<file path="src/rtl/taxi_dma_ram_rd_blk.sv">
// Block read initiator for the segmented DMA RAM read port: issues per-segment
// read commands under a credit limit and re-assembles full-width words in order.
module taxi_dma_ram_rd_blk #(
    parameter int FIFO_DEPTH = 8,
    parameter int LEN_W      = 16,
    parameter int SEGS       = 2,
    parameter int SEG_ADDR_W = 8,
    parameter int SEG_DATA_W = 64
) (
    input  logic                         clk,
    input  logic                         rst,

    output logic [SEGS*SEG_ADDR_W-1:0]   dma_ram_rd_cmd_addr,
    output logic [SEGS-1:0]              dma_ram_rd_cmd_valid,
    input  logic [SEGS-1:0]              dma_ram_rd_cmd_ready,
    input  logic [SEGS*SEG_DATA_W-1:0]   dma_ram_rd_resp_data,
    input  logic [SEGS-1:0]              dma_ram_rd_resp_valid,
    output logic [SEGS-1:0]              dma_ram_rd_resp_ready,

    input  logic [SEG_ADDR_W-1:0]        req_addr,
    input  logic [LEN_W-1:0]             req_len,
    input  logic                         req_valid,
    output logic                         req_ready,

    output logic [SEGS*SEG_DATA_W-1:0]   m_data,
    output logic                         m_valid,
    input  logic                         m_ready,
    output logic                         m_last,

    output logic                         busy,
    output logic                         done
);

    localparam int PTR_W  = $clog2(FIFO_DEPTH);
    localparam int CRED_W = PTR_W + 1;

    typedef enum logic {IDLE, ACTIVE} state_t;

    state_t                 state, state_next;
    logic [SEG_ADDR_W-1:0]  base;
    logic [LEN_W-1:0]       len, out_cnt;
    logic [LEN_W-1:0]       issue_cnt [SEGS];
    logic [CRED_W-1:0]      credit    [SEGS];
    logic [SEG_DATA_W-1:0]  fifo_mem  [SEGS][FIFO_DEPTH];
    logic [PTR_W:0]         wr_ptr    [SEGS];
    logic [PTR_W:0]         rd_ptr    [SEGS];
    logic [SEGS-1:0]        fifo_empty, cmd_hs;
    logic                   accept, pop, last_word, done_next;

    always_comb begin
        dma_ram_rd_cmd_addr   = '0;
        dma_ram_rd_cmd_valid  = '0;
        dma_ram_rd_resp_ready = '1;
        m_data                = '0;
        fifo_empty            = '0;
        cmd_hs                = '0;
        for (int unsigned n = 0; n < SEGS; n++) begin
            fifo_empty[n] = (wr_ptr[n] == rd_ptr[n]);
            m_data[n*SEG_DATA_W +: SEG_DATA_W] = fifo_mem[n][rd_ptr[n][PTR_W-1:0]];
            // credit bounds the words in flight or buffered so responses never overflow
            dma_ram_rd_cmd_valid[n] = (state == ACTIVE) && (issue_cnt[n] < len)
                                      && (credit[n] < CRED_W'(FIFO_DEPTH));
            dma_ram_rd_cmd_addr[n*SEG_ADDR_W +: SEG_ADDR_W] = base + SEG_ADDR_W'(issue_cnt[n]);
            cmd_hs[n] = dma_ram_rd_cmd_valid[n] && dma_ram_rd_cmd_ready[n];
        end
    end

    always_comb begin
        req_ready  = (state == IDLE) && !rst;
        busy       = (state == ACTIVE);
        accept     = req_valid && req_ready;
        m_valid    = (state == ACTIVE) && (fifo_empty == '0);
        pop        = m_valid && m_ready;
        last_word  = (out_cnt == len - LEN_W'(1));
        m_last     = m_valid && last_word;
        state_next = state;
        done_next  = 1'b0;
        case (state)
            IDLE: begin
                if (accept) begin
                    if (req_len != '0) state_next = ACTIVE;
                    else               done_next  = 1'b1;
                end
            end
            ACTIVE: begin
                if (pop && last_word) begin
                    state_next = IDLE;
                    done_next  = 1'b1;
                end
            end
            default: state_next = IDLE;
        endcase
    end

    always_ff @(posedge clk) begin
        if (rst) begin
            state   <= IDLE;
            done    <= 1'b0;
            base    <= '0;
            len     <= '0;
            out_cnt <= '0;
            for (int unsigned n = 0; n < SEGS; n++) begin
                issue_cnt[n] <= '0;
                credit[n]    <= '0;
                wr_ptr[n]    <= '0;
                rd_ptr[n]    <= '0;
            end
        end else begin
            state <= state_next;
            done  <= done_next;
            if (accept && req_len != '0) begin
                base    <= req_addr;
                len     <= req_len;
                out_cnt <= '0;
                for (int unsigned n = 0; n < SEGS; n++) begin
                    issue_cnt[n] <= '0;
                    credit[n]    <= '0;
                end
            end else begin
                if (pop) out_cnt <= out_cnt + LEN_W'(1);
                for (int unsigned n = 0; n < SEGS; n++) begin
                    if (cmd_hs[n]) issue_cnt[n] <= issue_cnt[n] + LEN_W'(1);
                    case ({cmd_hs[n], pop})
                        2'b10:   credit[n] <= credit[n] + CRED_W'(1);
                        2'b01:   credit[n] <= credit[n] - CRED_W'(1);
                        default: credit[n] <= credit[n];
                    endcase
                end
            end
            for (int unsigned n = 0; n < SEGS; n++) begin
                if (dma_ram_rd_resp_valid[n]) wr_ptr[n] <= wr_ptr[n] + (PTR_W+1)'(1);
                if (pop)                      rd_ptr[n] <= rd_ptr[n] + (PTR_W+1)'(1);
            end
        end
    end

    // Storage is not reset; responses seen during reset are dropped via the pointers.
    always_ff @(posedge clk) begin
        for (int unsigned n = 0; n < SEGS; n++) begin
            if (!rst && dma_ram_rd_resp_valid[n])
                fifo_mem[n][wr_ptr[n][PTR_W-1:0]] <= dma_ram_rd_resp_data[n*SEG_DATA_W +: SEG_DATA_W];
        end
    end

endmodule

</file>
<file path="config.mk">
export PLATFORM = sky130hd
export DESIGN_NAME = taxi_dma_ram_rd_blk
export DESIGN_NICKNAME = d
export VERILOG_FILES = /design/src/rtl/taxi_dma_ram_rd_blk.sv
export SDC_FILE = /design/constraint.sdc
export NUM_CORES = 1
export LEC_CHECK = 0
export CORE_AREA = 2 2 339 341
export CTS_CLUSTER_SIZE = 12
export DETAILED_ROUTE_END_ITERATION = 8
export DIE_AREA = 0 0 341 343
export DONT_BUFFER_PORTS = 1
export GPL_ROUTABILITY_DRIVEN = 0
export PLACE_DENSITY_LB_ADDON = 0.25
export SETUP_SLACK_MARGIN = 0.05
export SLEW_MARGIN = 10
export SYNTH_ARGS = -nofsm -noshare
export SYNTH_HDL_FRONTEND = slang
export SYNTH_SLANG_ARGS = --single-unit
</file>
<file path="constraint.sdc">
create_clock -name clk -period 17.5 [get_ports clk]
set_clock_uncertainty 0.1 [all_clocks]
set_input_delay 3.5 -clock clk [delete_from_list [all_inputs] [get_ports clk]]
set_output_delay 3.5 -clock clk [all_outputs]
set_load 0.05 [all_outputs]
</file>
==> out/metrics.cfg <==
[outcome]
outcome = finished, final reports clean

[place]
pre_cts_ws_ns = 9.704
hpwl_microns = 55280
portBuffers = 0

[layout]
drive_above_1_share_pct = 26.00
num_antenna_cells = 0
nets = 2486
final.fill_count = 9569
area_growth_pct = 12.39

[routing]
drc_errors = 0
firstDrtPassIters = 5
vias_per_cell = 5.321
vias = 20509
routedWlPerCell_microns = 24.86
drt-initial-drc-count = 1328
postRouteAntennaNets = 0
wirelength_microns = 95810

[power]
p_leak_nw = 15.97
powerDensity_mw_per_mm2 = 116.1
peakVddDrop_mv = 0.08037

[worst_setup_path]
cp_top_family = buffers and inverters
cp.required_ns = 13.90
critPathBufInv = 2
worstPathCellList = buf_4 -> buf_4 -> mux4_2 -> mux2_2
cp-start-kind = flip-flop
path_class = reg2out
critPathSlowestCell = edfxtp_1
cp.arrival_ns = 4.24
cp_max_fo = 62
slowest_delay_ns = 0.94
end_kind = output pin
cp_common_cell = buf_4

[synth]
synth_xor_area_share_pct = 1.892
synth_fa_ha_area_share_pct = 1.806
synth-compound-area-share_pct = 1.246
yosysSeqAreaShare_pct = 74.11
synthesis.area_sq_mm = 0.04489
synth_cell_types = 66
synth-edff-count = 1080
synth_warnings = 0
synthCells = 2195
ys_seq_elements = 1122
syn_avg_cell_area_sq_um = 20.45
yosys.area_share.simple_pct = 2.921
synth_ff_type = edfxtp_1
async_flop_share_pct = 0
synth.area.mux_share_pct = 16.68
synth_top_family_by_area = multiplexers

[global_routing]
grt_use_total_pct = 16.36
grt_max_degree = 105
grt_pass1_wl_microns = 141800
grt_overflow_total = 0
antenna_found_initial = 0
first_global_vias = 21745

[cts]
clockRootBuffer = clkbuf_16
cts_buffers = 116
postCtsSetupRepairBufs = 0
cts_max_level = 3
post_cts_resized = 0
postCtsHoldBufs = 0
worstSkewPairLatency_ns = 0.70
cts_tree = done
clk_pin_slew_ns = 0.06
clock-sinks = 1122
clock_path_buffers = 3

[timing]
period_minus_slack_ns = 7.844
setup-violations-final = 0
period_share_pct = 44.82
slew_viol_final = 0
tightest_slew_ns = 1.229
fmax_mhz = 127.5
setup_tns_ns = 0
hold_viol = 0
slew_headroom_pct = 17.74
rsz0062_at_grt = false
worst_slack_ns = 9.656

[die]
start_util_pct = 39.58
core-area_sq_mm = 0.1134
io_pins = 313
row_count = 124
die_x_microns = 341
die-area_sq_mm = 0.1170
die_h_microns = 343

[flow_run]
drv_cap = 0

[min_path]
hold_class = reg2reg

[layer usage]
metal / GRT usage, % / vias up / wire length, microns / share of wire (%)
li1: - / 9053 / - / -
met4: 4.084 / 0 / 1610 / 1.7
met5: 0 / - / 0 / 0
met2: 28.46 / 452 / 49510 / 52
met1: 19.97 / 10892 / 37920 / 40
met3: 4.881 / 112 / 6776 / 7.1
[flip-flops by register name, summed over array words and instances (netlist names)]
register and flops:
fifo_mem 1024, issue_cnt 32, len 16, out_cnt 16, base 8, credit 8, rd_ptr 8, wr_ptr 8
busy 1, done 1
[power breakdown]
group	leakage, nW	total (mW)	switching [mW]	internal [mW]
Combinational	4.06	0.471	0.318	0.154
Sequential	10.2	3.04	0.0329	3.01
Clock	1.73	2.34	0.997	1.35
[through the flow]
stage / util, % / hold WS (ns) / power, mW / cells / instance area (sq um)
floorplan: - / 0.4000 / 3.484 / 2196 / 44900
global placement: 41.30 / 0.4219 / 3.571 / 3657 / 46840
detailed placement: 41.30 / 0.4357 / 3.580 / 3657 / 46840
CTS: 44.49 / 0.4495 / 5.940 / 3854 / 50460
global route: 44.49 / 0.4952 / 6.064 / 3854 / 50460
finish: 44.49 / 0.4490 / 5.858 / 3854 / 50460
[cell families (layout without fill, tap and decap cells)]
group | after synthesis | after routing
buf+inv | 149 | 295
mux | 412 | 412
flops | 1122 | 1122
fa+ha+maj | 63 | 63
other cells | 1 | 2
compound gates | 82 | 82
xor+xnor | 97 | 97
simple gates | 269 | 269
[synth_stat cells (12+ instances only)]
cell type | number | area (sq um)
edfxtp_1 | 1080 | 32430
mux4_2 | 256 | 5766
mux2_2 | 129 | 1453
nor2_1 | 120 | 450.4
ha_1 | 60 | 750.7
xnor2_1 | 55 | 481.7
inv_1 | 52 | 195.2
clkbuf_1 | 50 | 187.7
dfxtp_1 | 42 | 840.8
xor2_1 | 42 | 367.9
nand2_1 | 29 | 108.9
nand3_1 | 28 | 140.1
mux2i_1 | 27 | 270.3
a21oi_1 | 23 | 115.1
buf_1 | 23 | 86.33
buf_2 | 18 | 90.09
nand4_1 | 18 | 112.6
nor3_1 | 18 | 90.09
a21o_1 | 16 | 120.1
o21ai_0 | 13 | 65.06
nor4_1 | 12 | 75.07
[cells in the final DEF, fill, tap and decap left out, types with 18 or more instances in the layout]
cell and count:
nor2_1 116, inv_1 52, buf_4 44, mux4_2 256, clkinv_1 19, mux2i_1 27
dfxtp_1 42, clkbuf_1 31, nand3_1 28, xor2_1 42, xnor2_1 55, mux2_2 129
a21oi_1 23, clkbuf_16 117, nand2_1 29, nand4_1 18, ha_1 60, edfxtp_1 1080
[worst paths after layout]
path	from	end	slack, ns	cells after the start
worst max-delay path	rd_ptr[0][5]	m_data[85]	9.66	4
worst min-delay path	out_cnt[15]	out_cnt[15]	0.45	2
worst max register to register	rd_ptr[0][1]	credit[0][3]	13.54	13
worst min register to register	out_cnt[15]	out_cnt[15]	0.45	2
[cell type report]
class	count	area, sq um	share of cell area (%)
clock buffer	149	3058	6.061
multi-input combinational	925	11130	22.05
inverter	53	198.9	0.3943
timing repair buffer	45	350.3	0.6943
clock inverter	48	559.3	1.108
sequential	1122	33270	65.94
tap	1512	1892	3.749
[tightest hold or removal path, cell delays in order (launching register included)]
cell and delay, ns:
dfxtp_1 0.36, xnor2_1 0.08, nor2_1 0.07
Note: power is estimated with default switching activity, not from simulation.
